<file path="src/rtl/if_fetch_if.sv">
// Fetch-stage bus: hazard/redirect inputs, instruction-memory port and IF/ID write side.
interface if_fetch_if;
  logic       stall;
  logic       branch_taken;
  logic [7:0] branch_target;
  logic [7:0] imem_addr;
  logic [7:0] imem_rdata;
  logic       if_id_en;
  logic       if_id_flush;
  logic [7:0] pc_plus_1;
  logic [7:0] instr;
  logic [7:0] immby;
  logic [7:0] ip;

  modport master (
    input  stall, branch_taken, branch_target, imem_rdata,
    output imem_addr, if_id_en, if_id_flush, pc_plus_1, instr, immby, ip
  );

  modport slave (
    output stall, branch_taken, branch_target, imem_rdata,
    input  imem_addr, if_id_en, if_id_flush, pc_plus_1, instr, immby, ip
  );
endinterface

</file>
<file path="src/rtl/if_fetch_unit.sv">
// Instruction fetch: owns the PC, assembles 1/2-byte instructions for IF/ID.
// Outputs are combinational from state; branch_taken beats stall beats normal fetch.
module if_fetch_unit #(
  parameter logic [3:0] TWO_BYTE_OPC   = 4'hC,
  parameter logic [7:0] RESET_VEC_ADDR = 8'h00,
  parameter logic [7:0] NOP_OPC        = 8'h00
) (
  input  logic     clk,
  input  logic     rst,
  if_fetch_if.master bus
);

  typedef enum logic [1:0] {S_VEC, S_OP, S_IMM} state_t;

  state_t     state_q, state_d;
  logic [7:0] pc_q, pc_d;
  logic [7:0] op_hold_q, op_hold_d;
  logic [7:0] op_addr_q, op_addr_d;

  always_comb begin
    state_d           = state_q;
    pc_d              = pc_q;
    op_hold_d         = op_hold_q;
    op_addr_d         = op_addr_q;
    bus.imem_addr     = pc_q;
    bus.if_id_en      = 1'b0;
    bus.if_id_flush   = 1'b0;
    bus.instr         = NOP_OPC;
    bus.immby         = 8'h00;
    bus.ip            = 8'h00;
    bus.pc_plus_1     = 8'h00;

    case (state_q)
      S_VEC: begin
        bus.imem_addr = RESET_VEC_ADDR;
        pc_d          = bus.branch_taken ? bus.branch_target : bus.imem_rdata;
        state_d       = S_OP;
      end

      S_OP: begin
        if (bus.branch_taken) begin
          pc_d            = bus.branch_target;
          bus.if_id_flush = 1'b1;
        end else if (!bus.stall) begin
          if (bus.imem_rdata[7:4] == TWO_BYTE_OPC) begin
            // Bubble IF/ID while the immediate is fetched so it never sees half an instruction.
            op_hold_d       = bus.imem_rdata;
            op_addr_d       = pc_q;
            pc_d            = pc_q + 8'd1;
            state_d         = S_IMM;
            bus.if_id_flush = 1'b1;
          end else begin
            bus.if_id_en  = 1'b1;
            bus.instr     = bus.imem_rdata;
            bus.ip        = pc_q;
            bus.pc_plus_1 = pc_q + 8'd1;
            pc_d          = pc_q + 8'd1;
          end
        end
      end

      S_IMM: begin
        if (bus.branch_taken) begin
          pc_d            = bus.branch_target;
          op_hold_d       = NOP_OPC;
          state_d         = S_OP;
          bus.if_id_flush = 1'b1;
        end else if (!bus.stall) begin
          bus.if_id_en  = 1'b1;
          bus.instr     = op_hold_q;
          bus.immby     = bus.imem_rdata;
          bus.ip        = op_addr_q;
          bus.pc_plus_1 = pc_q + 8'd1;
          pc_d          = pc_q + 8'd1;
          state_d       = S_OP;
        end
      end

      default: state_d = S_VEC;
    endcase
  end

  always_ff @(posedge clk or negedge rst) begin
    if (!rst) begin
      state_q   <= S_VEC;
      pc_q      <= 8'h00;
      op_hold_q <= NOP_OPC;
      op_addr_q <= 8'h00;
    end else begin
      state_q   <= state_d;
      pc_q      <= pc_d;
      op_hold_q <= op_hold_d;
      op_addr_q <= op_addr_d;
    end
  end

endmodule

</file>
<file path="src/flat_wrapper.sv">
// flat-port wrapper written by rule: the top's interface ports become plain ports
module if_fetch_unit_flat 
#(
  parameter logic [3:0] TWO_BYTE_OPC   = 4'hC,
  parameter logic [7:0] RESET_VEC_ADDR = 8'h00,
  parameter logic [7:0] NOP_OPC        = 8'h00
)
  (clk, rst, bus_stall, bus_branch_taken, bus_branch_target, bus_imem_rdata, bus_imem_addr, bus_if_id_en, bus_if_id_flush, bus_pc_plus_1, bus_instr, bus_immby, bus_ip);
  if_fetch_if bus_i ();
  input  logic clk;
  input  logic rst;
  input wire logic [$bits(bus_i.stall)-1:0] bus_stall;
  input wire logic [$bits(bus_i.branch_taken)-1:0] bus_branch_taken;
  input wire logic [$bits(bus_i.branch_target)-1:0] bus_branch_target;
  input wire logic [$bits(bus_i.imem_rdata)-1:0] bus_imem_rdata;
  output wire logic [$bits(bus_i.imem_addr)-1:0] bus_imem_addr;
  output wire logic [$bits(bus_i.if_id_en)-1:0] bus_if_id_en;
  output wire logic [$bits(bus_i.if_id_flush)-1:0] bus_if_id_flush;
  output wire logic [$bits(bus_i.pc_plus_1)-1:0] bus_pc_plus_1;
  output wire logic [$bits(bus_i.instr)-1:0] bus_instr;
  output wire logic [$bits(bus_i.immby)-1:0] bus_immby;
  output wire logic [$bits(bus_i.ip)-1:0] bus_ip;
  assign bus_i.stall = bus_stall;
  assign bus_i.branch_taken = bus_branch_taken;
  assign bus_i.branch_target = bus_branch_target;
  assign bus_i.imem_rdata = bus_imem_rdata;
  assign bus_imem_addr = bus_i.imem_addr;
  assign bus_if_id_en = bus_i.if_id_en;
  assign bus_if_id_flush = bus_i.if_id_flush;
  assign bus_pc_plus_1 = bus_i.pc_plus_1;
  assign bus_instr = bus_i.instr;
  assign bus_immby = bus_i.immby;
  assign bus_ip = bus_i.ip;
  if_fetch_unit #(.TWO_BYTE_OPC(TWO_BYTE_OPC), .RESET_VEC_ADDR(RESET_VEC_ADDR), .NOP_OPC(NOP_OPC)) u_core (.clk(clk), .rst(rst), .bus(bus_i));
endmodule
</file>
<file path="config.mk">
export PLATFORM = sky130hd
export DESIGN_NAME = if_fetch_unit_flat
export DESIGN_NICKNAME = d
export VERILOG_FILES = /design/src/rtl/if_fetch_if.sv /design/src/rtl/if_fetch_unit.sv /design/src/flat_wrapper.sv
export SDC_FILE = /design/constraint.sdc
export NUM_CORES = 1
export LEC_CHECK = 0
export ABC_AREA = 1
export BUFFER_PORTS_ARGS = -buffer_cell sky130_fd_sc_hd__clkbuf_2
export CORE_UTILIZATION = 40
export DETAILED_ROUTE_END_ITERATION = 10
export PLACE_DENSITY = 0.71
export SLEW_MARGIN = 10
export SYNTH_ARGS = -nofsm -noshare
export SYNTH_HDL_FRONTEND = slang
export SYNTH_SLANG_ARGS = --single-unit
</file>
<file path="constraint.sdc">
create_clock -name clk -period 4.3 [get_ports clk]
set_input_delay 0.43 -clock clk [delete_from_list [all_inputs] [get_ports clk]]
set_output_delay 0.43 -clock clk [all_outputs]
set_load 0.03 [all_outputs]
</file>
Yosys cells after proc, flatten, opt, wreduce, memory -nomap -nowiden:

Index checks and enable logic that the tools add are counted.

* register bits after elaboration: 26
* bits of input ports: 20
* output and inout port bits: 42
* logic and storage cells: 72

* add/subtract/negate cells: 1
* equality and inequality tests: 9
* multiplexer cells: 48
* bitwise logic cells: 2
* reduce and logical (&&, ||, !) cells: 8

Operator list (count)
* 8-bit two-way mux: 26
* 8-bit one-hot mux with 2 select lines: 5
* 2-bit two-way mux: 5
* 1-bit two-way mux: 9
* 8-bit by 1-bit adder with 8-bit output (second input constant): 1
* 4-bit AND reduction: 2
* 2-bit != test (second input constant): 3
* 2-bit one-hot mux with 3 select lines: 1
* 5-bit AND reduction: 1
* 4-bit == test (second input constant): 1
* 1-bit one-hot mux with 2 select lines: 2
* 2-bit nonzero test: 2
* 3-bit by 2-bit != test with 1-bit output (second input constant): 1
* 3-bit != test (second input constant): 1
* 2-bit by 1-bit == test with 1-bit output (second input constant): 1
* 2-bit == test (second input constant): 1
* 2-bit logical NOT: 1
* 2-bit by 1-bit != test with 1-bit output (second input constant): 1
* 1-bit inverter: 2
* 2-bit AND reduction: 1
* 2-bit OR reduction: 1

Depth between registers and ports, before layout:

Gate-level depths: netlist of the first run.

* depth after elaboration: 5
* gate-level depth with buffers: 10

Least setup slack after synthesis of the first run:

No wires, ideal clock.

* kind: reg2out
* start: register u_core.state_q[1]
* end: output bus_instr[4]
* arrival time: 1791 ps
* required time: 3870 ps
* setup slack: 2079 ps
* cell stages (with the launch flop): 7
* buffers on the path: 1
* path through: dfrtp_1 inv_1 ha_1 buf_6 inv_4 or2_4 o31ai_1

* longest elaborated chain between the ends: 2
* elaborated cells on any way between the ends: 3

RTL lines
* start, declared: line if_fetch_unit.sv:15 `state_t state_q, state_d;`
* start signal, assigned: line if_fetch_unit.sv:90 `state_q <= state_d;`
* 2-bit == test / 2-bit by 1-bit == test with 1-bit output (equally long branches): line if_fetch_unit.sv:33 `case (state_q)`
* 8-bit one-hot mux with 2 select lines (*): line if_fetch_unit.sv:33
* end, declared: line flat_wrapper.sv:20 `output wire logic [$bits(bus_i.instr)-1:0] bus_instr;`

Mark *: on every way between the ends. The rest lies on a longest branch, timed or not.

Worst setup path in the final report of the first run:

* start: register u_core.state_q[1]
* end: output bus_pc_plus_1[7]

* longest elaborated chain between the ends: 2
* elaborated cells on any way between the ends: 3

RTL lines
* 2-bit == test / 2-bit by 1-bit == test with 1-bit output (equally long branches): line if_fetch_unit.sv:33
* 8-bit one-hot mux with 2 select lines (*): line if_fetch_unit.sv:33
* end, declared: line flat_wrapper.sv:19 `output wire logic [$bits(bus_i.pc_plus_1)-1:0] bus_pc_plus_1;`

Marks and branches as above.

==> results.sh, run 1 <==
export IMPL_status="finished clean"
export IMPL_cts_sinks=26
export IMPL_fmax_mhz=362.4
export IMPL_grt_busiest_layer="met2"
export IMPL_area_growth_pct=18.30
export IMPL_place_area_um2=2226
export IMPL_cts_setup_buffers=0
export IMPL_cp_required_ns=3.87
export IMPL_fin_crit_ns=2.760
export IMPL_maxSlewViolCount=0
export IMPL_ant_nets=0
export IMPL_finalSetupTns_ns=0
export IMPL_met1_usage_pct=31.97
export IMPL_use_met2_pct=36.61
export IMPL_clock_latency_ns=0.27
export IMPL_drt_pass1_iter_count=4
export IMPL_fp_dieH_um=71.43
export IMPL_vdd_ir_drop_max_uv=200.5
export IMPL_root_buffer="clkbuf_8"
export IMPL_maxSlewHeadroom_pct=49.98
export IMPL_synth_area_leaders="dfrtp_1 (34%), nand2_1 (14%), nor2_1 (8.2%), nand4_1 (6.2%), inv_1 (5.3%)"
export IMPL_worstPathMaxFanout=19
export IMPL_io_pins=62
export IMPL_ctsResizeCount=0
export IMPL_wl_mm=5.517
export IMPL_leakagePower_nw=1.245
export IMPL_syn_inst=282
export IMPL_tightest_slew_ns=0.7503
export IMPL_via_per_inst=5.325
export IMPL_clkTransAtPathRegs_ns=0.10
export IMPL_worstSetupPathType="flop to output pin"
export IMPL_first_iter_violations=198
export IMPL_hold_viol=0
export IMPL_reg2reg_depth=8
export IMPL_rows=24
export IMPL_hold_class="input pin to async pin"
export IMPL_cts_htree_levels=1
export IMPL_ys_warn_count=0
export IMPL_grt_max_degree=27
export IMPL_rsz0062_at_grt="false"
export IMPL_final_util_pct=50.64
export IMPL_ys_seq_elements=26
export IMPL_portBuffers=61
export IMPL_dieArea_um2=5102
export IMPL_synth_top_cell_area_share_pct=33.74
export IMPL_synth_distinct_cells=28
export IMPL_cp_start_kind="flop"
export IMPL_antenna_found_initial=0
export IMPL_cap_viol_max_count=0
export IMPL_synthesis_nets=307
export IMPL_antenna_cells=0
export IMPL_hpwl_mm=4.208
export IMPL_drcViolationCount=0
export IMPL_die_w_um=71.43
export IMPL_finalWeightedCongestion=0.9055
export IMPL_end_kind="output pin"
export IMPL_tritoncts="yes"
export IMPL_grt_pass1_vias=1893
export IMPL_grt_use_total_pct=22.85
export IMPL_yosysSeqAreaShare_pct=33.74
export IMPL_globalRouteOverflowTotal=0
export IMPL_routedWlPerCell_um=14.22
export IMPL_fin_nets=362
export IMPL_vias=2066
export IMPL_worst_ep_arrival_time_ns=2.33
export IMPL_cts_hold_buffers_added=0
export IMPL_final_setup_viol_count=0
export IMPL_synth_top_area_cell="dfrtp_1"
export IMPL_use_met3_pct=2.813
export IMPL_grt_pass1_wl_mm=9.156
export IMPL_floorplan_core_area_um2=4504
export IMPL_post_place_cells=384
export IMPL_finClkSkew_ns=0.0006491
export IMPL_numCtsBuffers=3
export IMPL_layout_drive_gt1_share_pct=26.49
export IMPL_final_area_um2=2281
export IMPL_stdcell_count=388
export IMPL_syn_area_um2=1928
export IMPL_finalCritPeriodShare_pct=64.18
export IMPL_start_util_pct=42.81
export IMPL_powerDensity_nw_per_um2=542.3
export IMPL_clock_path_buffers=2
export IMPL_avgSynthCellArea_um2=6.837
final timing paths:
check                                                startpoint                               to  slack, ns
worst max register to register    u_core.state_q[1]$_DFFE_PN0P_  u_core.op_addr_q[1]$_DFFE_PN0P_       2.14
max in group asynchronous                                   rst  u_core.op_addr_q[1]$_DFFE_PN0P_       3.68
min in group clk                              bus_imem_rdata[1]  u_core.op_hold_q[1]$_DFFE_PN0P_       0.42
worst max-delay path              u_core.state_q[1]$_DFFE_PN0P_                 bus_pc_plus_1[7]       1.54
worst min register to register  u_core.op_hold_q[4]$_DFFE_PN0P_  u_core.op_hold_q[4]$_DFFE_PN0P_       0.47
worst min-delay path                                        rst  u_core.op_hold_q[5]$_DFFE_PN0P_       0.18
layer usage:
layer,wire length [um],vias to the layer above
met4,124,0
met2,2538,90
li1,-,1031
met1,2428,933
met5,0,-
met3,426,12
final cells by class:
| type | instances | area [um^2] |
|---|---|---|
| multi-input combinational | 213 | 1082 |
| fill | 483 | 2223 |
| clock buffer | 4 | 55.05 |
| sequential | 26 | 650.6 |
| tap | 52 | 65.06 |
| timing repair buffer | 61 | 305.3 |
| inverter | 32 | 122.6 |
placed cells by master, fill, tap and decap left out, drive strengths merged:
master  instances
ha              5
o31ai           2
clkbuf         65
xor2            1
nand4          19
a22oi           2
nand2          79
a21oi          20
o22ai           1
o21ai          22
nor2           45
dfrtp          26
nand3          15
inv            32
or2             1
o21a            1
power breakdown:
part / switching (W) / internal [W] / total, W
sequential: 0.0000920 / 0.000327 / 0.000419
combinational: 0.000467 / 0.000185 / 0.000652
clock: 0.0000837 / 0.0000820 / 0.000166
flip-flops by register name (all words and copies together), names as in the netlist:
signal and flops:
u_core.pc_q 8, u_core.op_hold_q 8, u_core.op_addr_q 8, u_core.state_q 2
through the flow:
stage | power (W) | setup WS [ns] | hold WS [ns]
detailed placement | 0.001068 | 1.867 | 0.4546
floorplan | 0.0008916 | 2.079 | 0.1344
CTS | 0.001235 | 1.571 | 0.2119
global placement | 0.001055 | 1.920 | 0.4588
global route | 0.001326 | 1.397 | 0.2373
finish | 0.001237 | 1.540 | 0.1795
cells in the mapped netlist, drive strengths merged:
master	n
dfrtp	26
nor2	45
a21oi	20
clkbuf	5
o21ai	22
ha	5
or2	1
o31ai	2
nand2	79
inv	32
nand4	19
o22ai	1
o21a	1
buf	6
nand3	15
a22oi	2
xor2	1
cell families (layout without fill, tap and decap cells):
family	count (synthesis)	count (layout)	share of synthesized area (%)
AO/OA/AOI/OAI	48	48	14.73
buffers and inverters	43	97	10.12
flip-flops	26	26	33.74
adder cells (fa/ha/maj)	5	5	3.245
XOR/XNOR	1	1	0.4543
AND/OR/NAND/NOR	159	159	37.70
critical path, stage by stage (launching register included):
cell and delay [ns]:
dfrtp_1 0.43, inv_1 0.09, ha_1 0.64, nand3_1 0.15
nand2_1 0.10, nand2_1 0.22, nor2_1 0.20, clkbuf_2 0.23
Note: power is estimated with default switching activity, not from simulation.
==> inputs of run 2 (changes only) <==
==> constraint.sdc (replaced) <==
create_clock -name clk -period 2.9 [get_ports clk]
set_input_delay 0.29 -clock clk [delete_from_list [all_inputs] [get_ports clk]]
set_output_delay 0.29 -clock clk [all_outputs]
set_load 0.03 [all_outputs]
==> results.sh, run 2 (synthesized netlist as in run 1, its figures left out) <==
export IMPL_status="finished clean"
export IMPL_worstPathMaxFanout=17
export IMPL_via_per_inst=5.312
export IMPL_end_kind="output pin"
export IMPL_grt_use_total_pct=22.85
export IMPL_reg2reg_from="u_core.state_q[0]$_DFFE_PN0P_"
export IMPL_cts_hold_buffers_added=0
export IMPL_dieArea_um2=5102
export IMPL_nFillCells=461
export IMPL_first_iter_violations=151
export IMPL_clock_path_buffers=2
export IMPL_floorplan_core_area_um2=4504
export IMPL_final_area_um2=2275
export IMPL_maxSlewHeadroom_pct=53.32
export IMPL_area_growth_pct=17.98
export IMPL_hold_viol=0
export IMPL_final_common_cell="nand2_1"
export IMPL_portBuffers=61
export IMPL_grt_pass1_wl_mm=9.128
export IMPL_tightest_slew_ns=0.7002
export IMPL_tritoncts="yes"
export IMPL_maxSlewViolCount=0
export IMPL_leakagePower_nw=1.242
export IMPL_ant_nets=0
export IMPL_antenna_found_initial=0
export IMPL_layout_drive_gt1_share_pct=26.49
export IMPL_drt_pass1_iter_count=4
export IMPL_drcViolationCount=0
export IMPL_vias=2061
export IMPL_root_buffer="clkbuf_8"
export IMPL_finClkSkew_ns=0.005282
export IMPL_die_w_um=71.43
export IMPL_rows=24
export IMPL_wl_mm=5.570
export IMPL_vdd_ir_drop_max_uv=253.7
export IMPL_start_util_pct=42.81
export IMPL_fin_crit_ns=2.389
export IMPL_worst_ep_arrival_time_ns=2.10
export IMPL_hold_class="input pin to async pin"
export IMPL_rsz0062_at_grt="false"
export IMPL_grt_max_degree=27
export IMPL_globalRouteOverflowTotal=0
export IMPL_cts_setup_buffers=0
export IMPL_finalSetupTns_ns=0
export IMPL_reg_top3="u_core.op_addr_q: 8 flops, u_core.op_hold_q: 8 flops, u_core.pc_q: 8 flops"
export IMPL_fmax_mhz=418.6
export IMPL_clock_latency_ns=0.28
export IMPL_cp_required_ns=2.61
export IMPL_reg2reg_depth=9
export IMPL_worst_r2r_setup_slack_ns=0.88
export IMPL_worstSetupPathType="flop to output pin"
export IMPL_finalCritPeriodShare_pct=82.38
export IMPL_fin_nets=363
export IMPL_clkTransAtPathRegs_ns=0.10
export IMPL_cts_sinks=26
export IMPL_hpwl_mm=4.224
export IMPL_finalWeightedCongestion=0.9142
export IMPL_routedWlPerCell_um=14.36
export IMPL_place_area_um2=2233
export IMPL_cp_start_kind="flop"
export IMPL_worstSetupStartpoint="u_core.state_q[1]$_DFFE_PN0P_"
export IMPL_cts_htree_levels=1
export IMPL_numCtsBuffers=3
export IMPL_layout_common_cells="nand2_1 (74), clkbuf_2 (61), nor2_1 (42), inv_1 (27), dfrtp_1 (26)"
export IMPL_final_setup_viol_count=0
export IMPL_total_power_w=0.001807
export IMPL_fp_dieH_um=71.43
export IMPL_grt_pass1_vias=1880
export IMPL_antenna_cells=0
export IMPL_io_pins=62
export IMPL_powerDensity_nw_per_um2=794.4
export IMPL_cap_viol_max_count=0
export IMPL_rr_endpoint="u_core.pc_q[0]$_DFFE_PN0P_"
export IMPL_ctsResizeCount=0
run 2: changes by cell type in the layout (fill, tap and decap cells not counted), sizes merged:
cell and delta:
buf +1, clkbuf -1
run 2: critical path, stage by stage, from the launching register on:
cell and delay (ns):
dfrtp_1 0.42, inv_1 0.09, ha_1 0.23, buf_4 0.24
nand3_1 0.09, nand2_1 0.08, nand2_1 0.22, nor2_1 0.21
clkbuf_2 0.23
run 2: how the worst max path moves through the flow:
stage	to	slack, ns	depth (start not counted)
3_3_place_gp	bus_ip[4]	0.81	7
2_1_floorplan	bus_instr[4]	0.82	6
5_1_grt	bus_pc_plus_1[7]	0.37	8
3_5_place_dp	bus_ip[3]	0.73	7
4_1_cts	bus_ip[3]	0.53	7
6_report	bus_pc_plus_1[0]	0.51	8
run 2: area by class of cell:
| type | instances | area (um^2) | area share, % |
|---|---|---|---|
| multi-input combinational | 213 | 1082 | 47.58 |
| sequential | 26 | 650.6 | 28.60 |
| timing repair buffer | 62 | 312.8 | 13.75 |
| inverter | 32 | 122.6 | 5.391 |
| tap | 52 | 65.06 | 2.860 |
| clock buffer | 3 | 41.29 | 1.815 |
run 2: power breakdown:
group          internal (W)  switching, W
logic              0.000281      0.000691
clock network     0.0000935      0.000122
registers          0.000486      0.000134
run 2: routing by layer:
| layer | GRT usage [%] | routed length, um | up-vias |
|---|---|---|---|
| met5 | 0 | 0 | - |
| li1 | - | - | 1030 |
| met3 | 2.532 | 298 | 9 |
| met4 | 7.556 | 84 | 0 |
| met1 | 33.13 | 2570 | 953 |
| met2 | 35.56 | 2617 | 69 |
run 2: metrics by stage:
stage / worst slack (ns) / util [%] / instances / hold slack [ns]
final: 0.5110 / 50.50 / 388 / 0.03972
after global routing: 0.3677 / 50.50 / 388 / 0.09015
after CTS: 0.5350 / 50.50 / 388 / 0.06773
after detailed placement: 0.7321 / 49.58 / 385 / 0.3621
after global placement: 0.8071 / 49.58 / 385 / 0.3613
after floorplan: 0.8187 / - / 282 / -0.005591
==> inputs of run 3 (changes only) <==
==> constraint.sdc (replaced) <==
create_clock -name clk -period 2.2 [get_ports clk]
set_input_delay 0.22 -clock clk [delete_from_list [all_inputs] [get_ports clk]]
set_output_delay 0.22 -clock clk [all_outputs]
set_load 0.03 [all_outputs]
==> results.sh, run 3 (synthesized netlist as in run 1, its figures left out) <==
export IMPL_via_per_inst=5.312
export IMPL_numCtsBuffers=3
export IMPL_start_util_pct=42.81
export IMPL_rows=24
export IMPL_io_pins=62
export IMPL_root_buffer="clkbuf_8"
export IMPL_drt_pass1_iter_count=4
export IMPL_p_sw_w=0.001270
export IMPL_stdcell_count=394
export IMPL_end_kind="output pin"
export IMPL_ant_nets=0
export IMPL_finalWeightedCongestion=0.9742
export IMPL_fin_nets=368
export IMPL_use_met2_pct=38.94
export IMPL_powerDensity_nw_per_um2=1057
export IMPL_final_common_cell="nand2_1"
export IMPL_area_growth_pct=22.32
export IMPL_fp_dieH_um=71.43
export IMPL_path_cells="inv_1 > ha_2 > inv_4 > or2_4 > nor2_8 > o21a_1 > clkbuf_2"
export IMPL_total_power_w=0.002493
export IMPL_cts_htree_levels=1
export IMPL_first_iter_violations=190
export IMPL_slowest_delay_ns=0.42
export IMPL_finClkSkew_ns=0.002632
export IMPL_antenna_cells=0
export IMPL_post_place_cells=389
export IMPL_routedWlPerCell_um=14.24
export IMPL_maxSlewHeadroom_pct=55.08
export IMPL_layout_common_cells="nand2_1 (73), clkbuf_2 (59), nor2_1 (42), inv_1 (27), dfrtp_1 (26)"
export IMPL_grt_busiest_layer="met2"
export IMPL_cap_viol_max_count=0
export IMPL_antenna_found_initial=0
export IMPL_worstSetupPathType="flop to output pin"
export IMPL_worst_ep_arrival_time_ns=1.94
export IMPL_clock_path_buffers=2
export IMPL_clock_latency_ns=0.28
export IMPL_cp_start_kind="flop"
export IMPL_finalCritPeriodShare_pct=98.10
export IMPL_layout_drive_gt1_share_pct=28.65
export IMPL_pwr_share_seq_pct=32.4
export IMPL_worstPathMaxFanout=7
export IMPL_fmax_mhz=463.4
export IMPL_vias=2093
export IMPL_wl_mm=5.609
export IMPL_hold_viol=0
export IMPL_use_met3_pct=2.532
export IMPL_critical_path_buf_inv_count=3
export IMPL_grt_max_degree=27
export IMPL_maxSlewViolCount=0
export IMPL_status="finished clean"
export IMPL_place_area_um2=2263
export IMPL_holdWs_ns=0.2038
export IMPL_sw_frac_of_total_pct=50.95
export IMPL_tightest_slew_ns=0.6738
export IMPL_globalRouteOverflowTotal=0
export IMPL_final_setup_viol_count=0
export IMPL_vdd_ir_drop_max_uv=530.4
export IMPL_final_area_um2=2359
export IMPL_grt_pass1_vias=2013
export IMPL_die_w_um=71.43
export IMPL_cpMaxStageDelayCell="dfrtp_1"
export IMPL_tritoncts="yes"
export IMPL_cp_required_ns=1.98
export IMPL_crit_family="simple AND/OR/NAND/NOR gates"
export IMPL_grt_use_total_pct=23.11
export IMPL_floorplan_core_area_um2=4504
export IMPL_cts_sinks=26
export IMPL_nFillCells=454
export IMPL_grt_pass1_wl_mm=9.335
export IMPL_cts_setup_buffers=0
export IMPL_hold_class="input pin to flop"
export IMPL_hpwl_mm=4.301
export IMPL_portBuffers=61
export IMPL_clkTransAtPathRegs_ns=0.09
export IMPL_rsz0062_at_grt="true"
export IMPL_fin_crit_ns=2.158
export IMPL_worst_r2r_setup_slack_ns=0.40
export IMPL_drcViolationCount=0
export IMPL_clkPwrFrac_pct=13.1
export IMPL_leakagePower_nw=1.283
export IMPL_power_internal_w=0.001223
export IMPL_combPwrFrac_pct=54.5
export IMPL_dieArea_um2=5102
export IMPL_met1_usage_pct=31.85
export IMPL_final_util_pct=52.36
export IMPL_reg_top3="u_core.op_addr_q: 8 flops, u_core.op_hold_q: 8 flops, u_core.pc_q: 8 flops"
-- run 3: cell count changes in the layout (fill, tap and decap cells not counted), moves of 2 or more --
cell      change
buf_4         +4
clkbuf_2      -2
ha_2          +2
buf_2         +2
ha_1          -3
-- run 3: worst paths after layout --
kind,start,endpoint,cells after the start
min reg2reg,u_core.op_hold_q[0]$_DFFE_PN0P_,u_core.op_hold_q[0]$_DFFE_PN0P_,2
max reg2reg,u_core.state_q[1]$_DFFE_PN0P_,u_core.op_addr_q[1]$_DFFE_PN0P_,8
min in group asynchronous,rst,u_core.op_hold_q[4]$_DFFE_PN0P_,2
min,bus_imem_rdata[0],u_core.op_hold_q[0]$_DFFE_PN0P_,3
max,u_core.state_q[1]$_DFFE_PN0P_,bus_if_id_flush,7
max in group asynchronous,rst,u_core.op_hold_q[1]$_DFFE_PN0P_,2
-- run 3: per-layer routing --
layer | vias up | share of wire [%]
met5 | - | 0
met3 | 6 | 5.6
met2 | 73 | 48
met4 | 0 | 0.82
li1 | 1046 | -
met1 | 968 | 46
-- run 3: final cells by class --
class                   count  area [um^2]  area share, %
well taps                  52        65.06          2.759
inverters                  32        127.6          5.411
flip-flops and latches     26        650.6          27.59
clock buffers               4        55.05          2.334
repair buffers             67        352.8          14.96
multi-input cells         213         1107          46.95
-- run 3: worst reg2reg max path, delay by kind of cell, from the launching register on --
| kind | cells | cell delay [ns] |
|---|---|---|
| and+or+nand+nor | 4 | 0.72 |
| AOI/OAI and AO/OA | 1 | 0.05 |
| buffers and inverters | 2 | 0.19 |
| DFF | 1 | 0.42 |
| adders and majority gates | 1 | 0.31 |
-- run 3: timing repair --
| action | 4_1_cts | 5_1_grt |
|---|---|---|
| gates resized for setup | 2 | 9 |
| endpoints found under the hold margin | 26 | 0 |
| endpoints found under the setup margin | 8 | 25 |
| pin swaps | 0 | 0 |
| hold buffers | 1 | 0 |
-- run 3: power by group through the flow --
stage          sequential [W]  combinational [W]  clock [W]
6_report             0.000809            0.00136   0.000326
5_1_grt              0.000835            0.00151   0.000342
4_1_cts              0.000802            0.00132   0.000326
3_5_place_dp         0.000812            0.00131          0
3_3_place_gp         0.000808            0.00129          0
2_1_floorplan        0.000764           0.000979          0
-- run 3: metrics by stage --
stage / setup TNS [ns] / setup WS (ns)
3_5_place_dp: 0 / 0.2960
4_1_cts: 0 / 0.01372
2_1_floorplan: 0 / 0.1887
5_1_grt: -0.1994 / -0.04737
3_3_place_gp: 0 / 0.3259
6_report: 0 / 0.04185
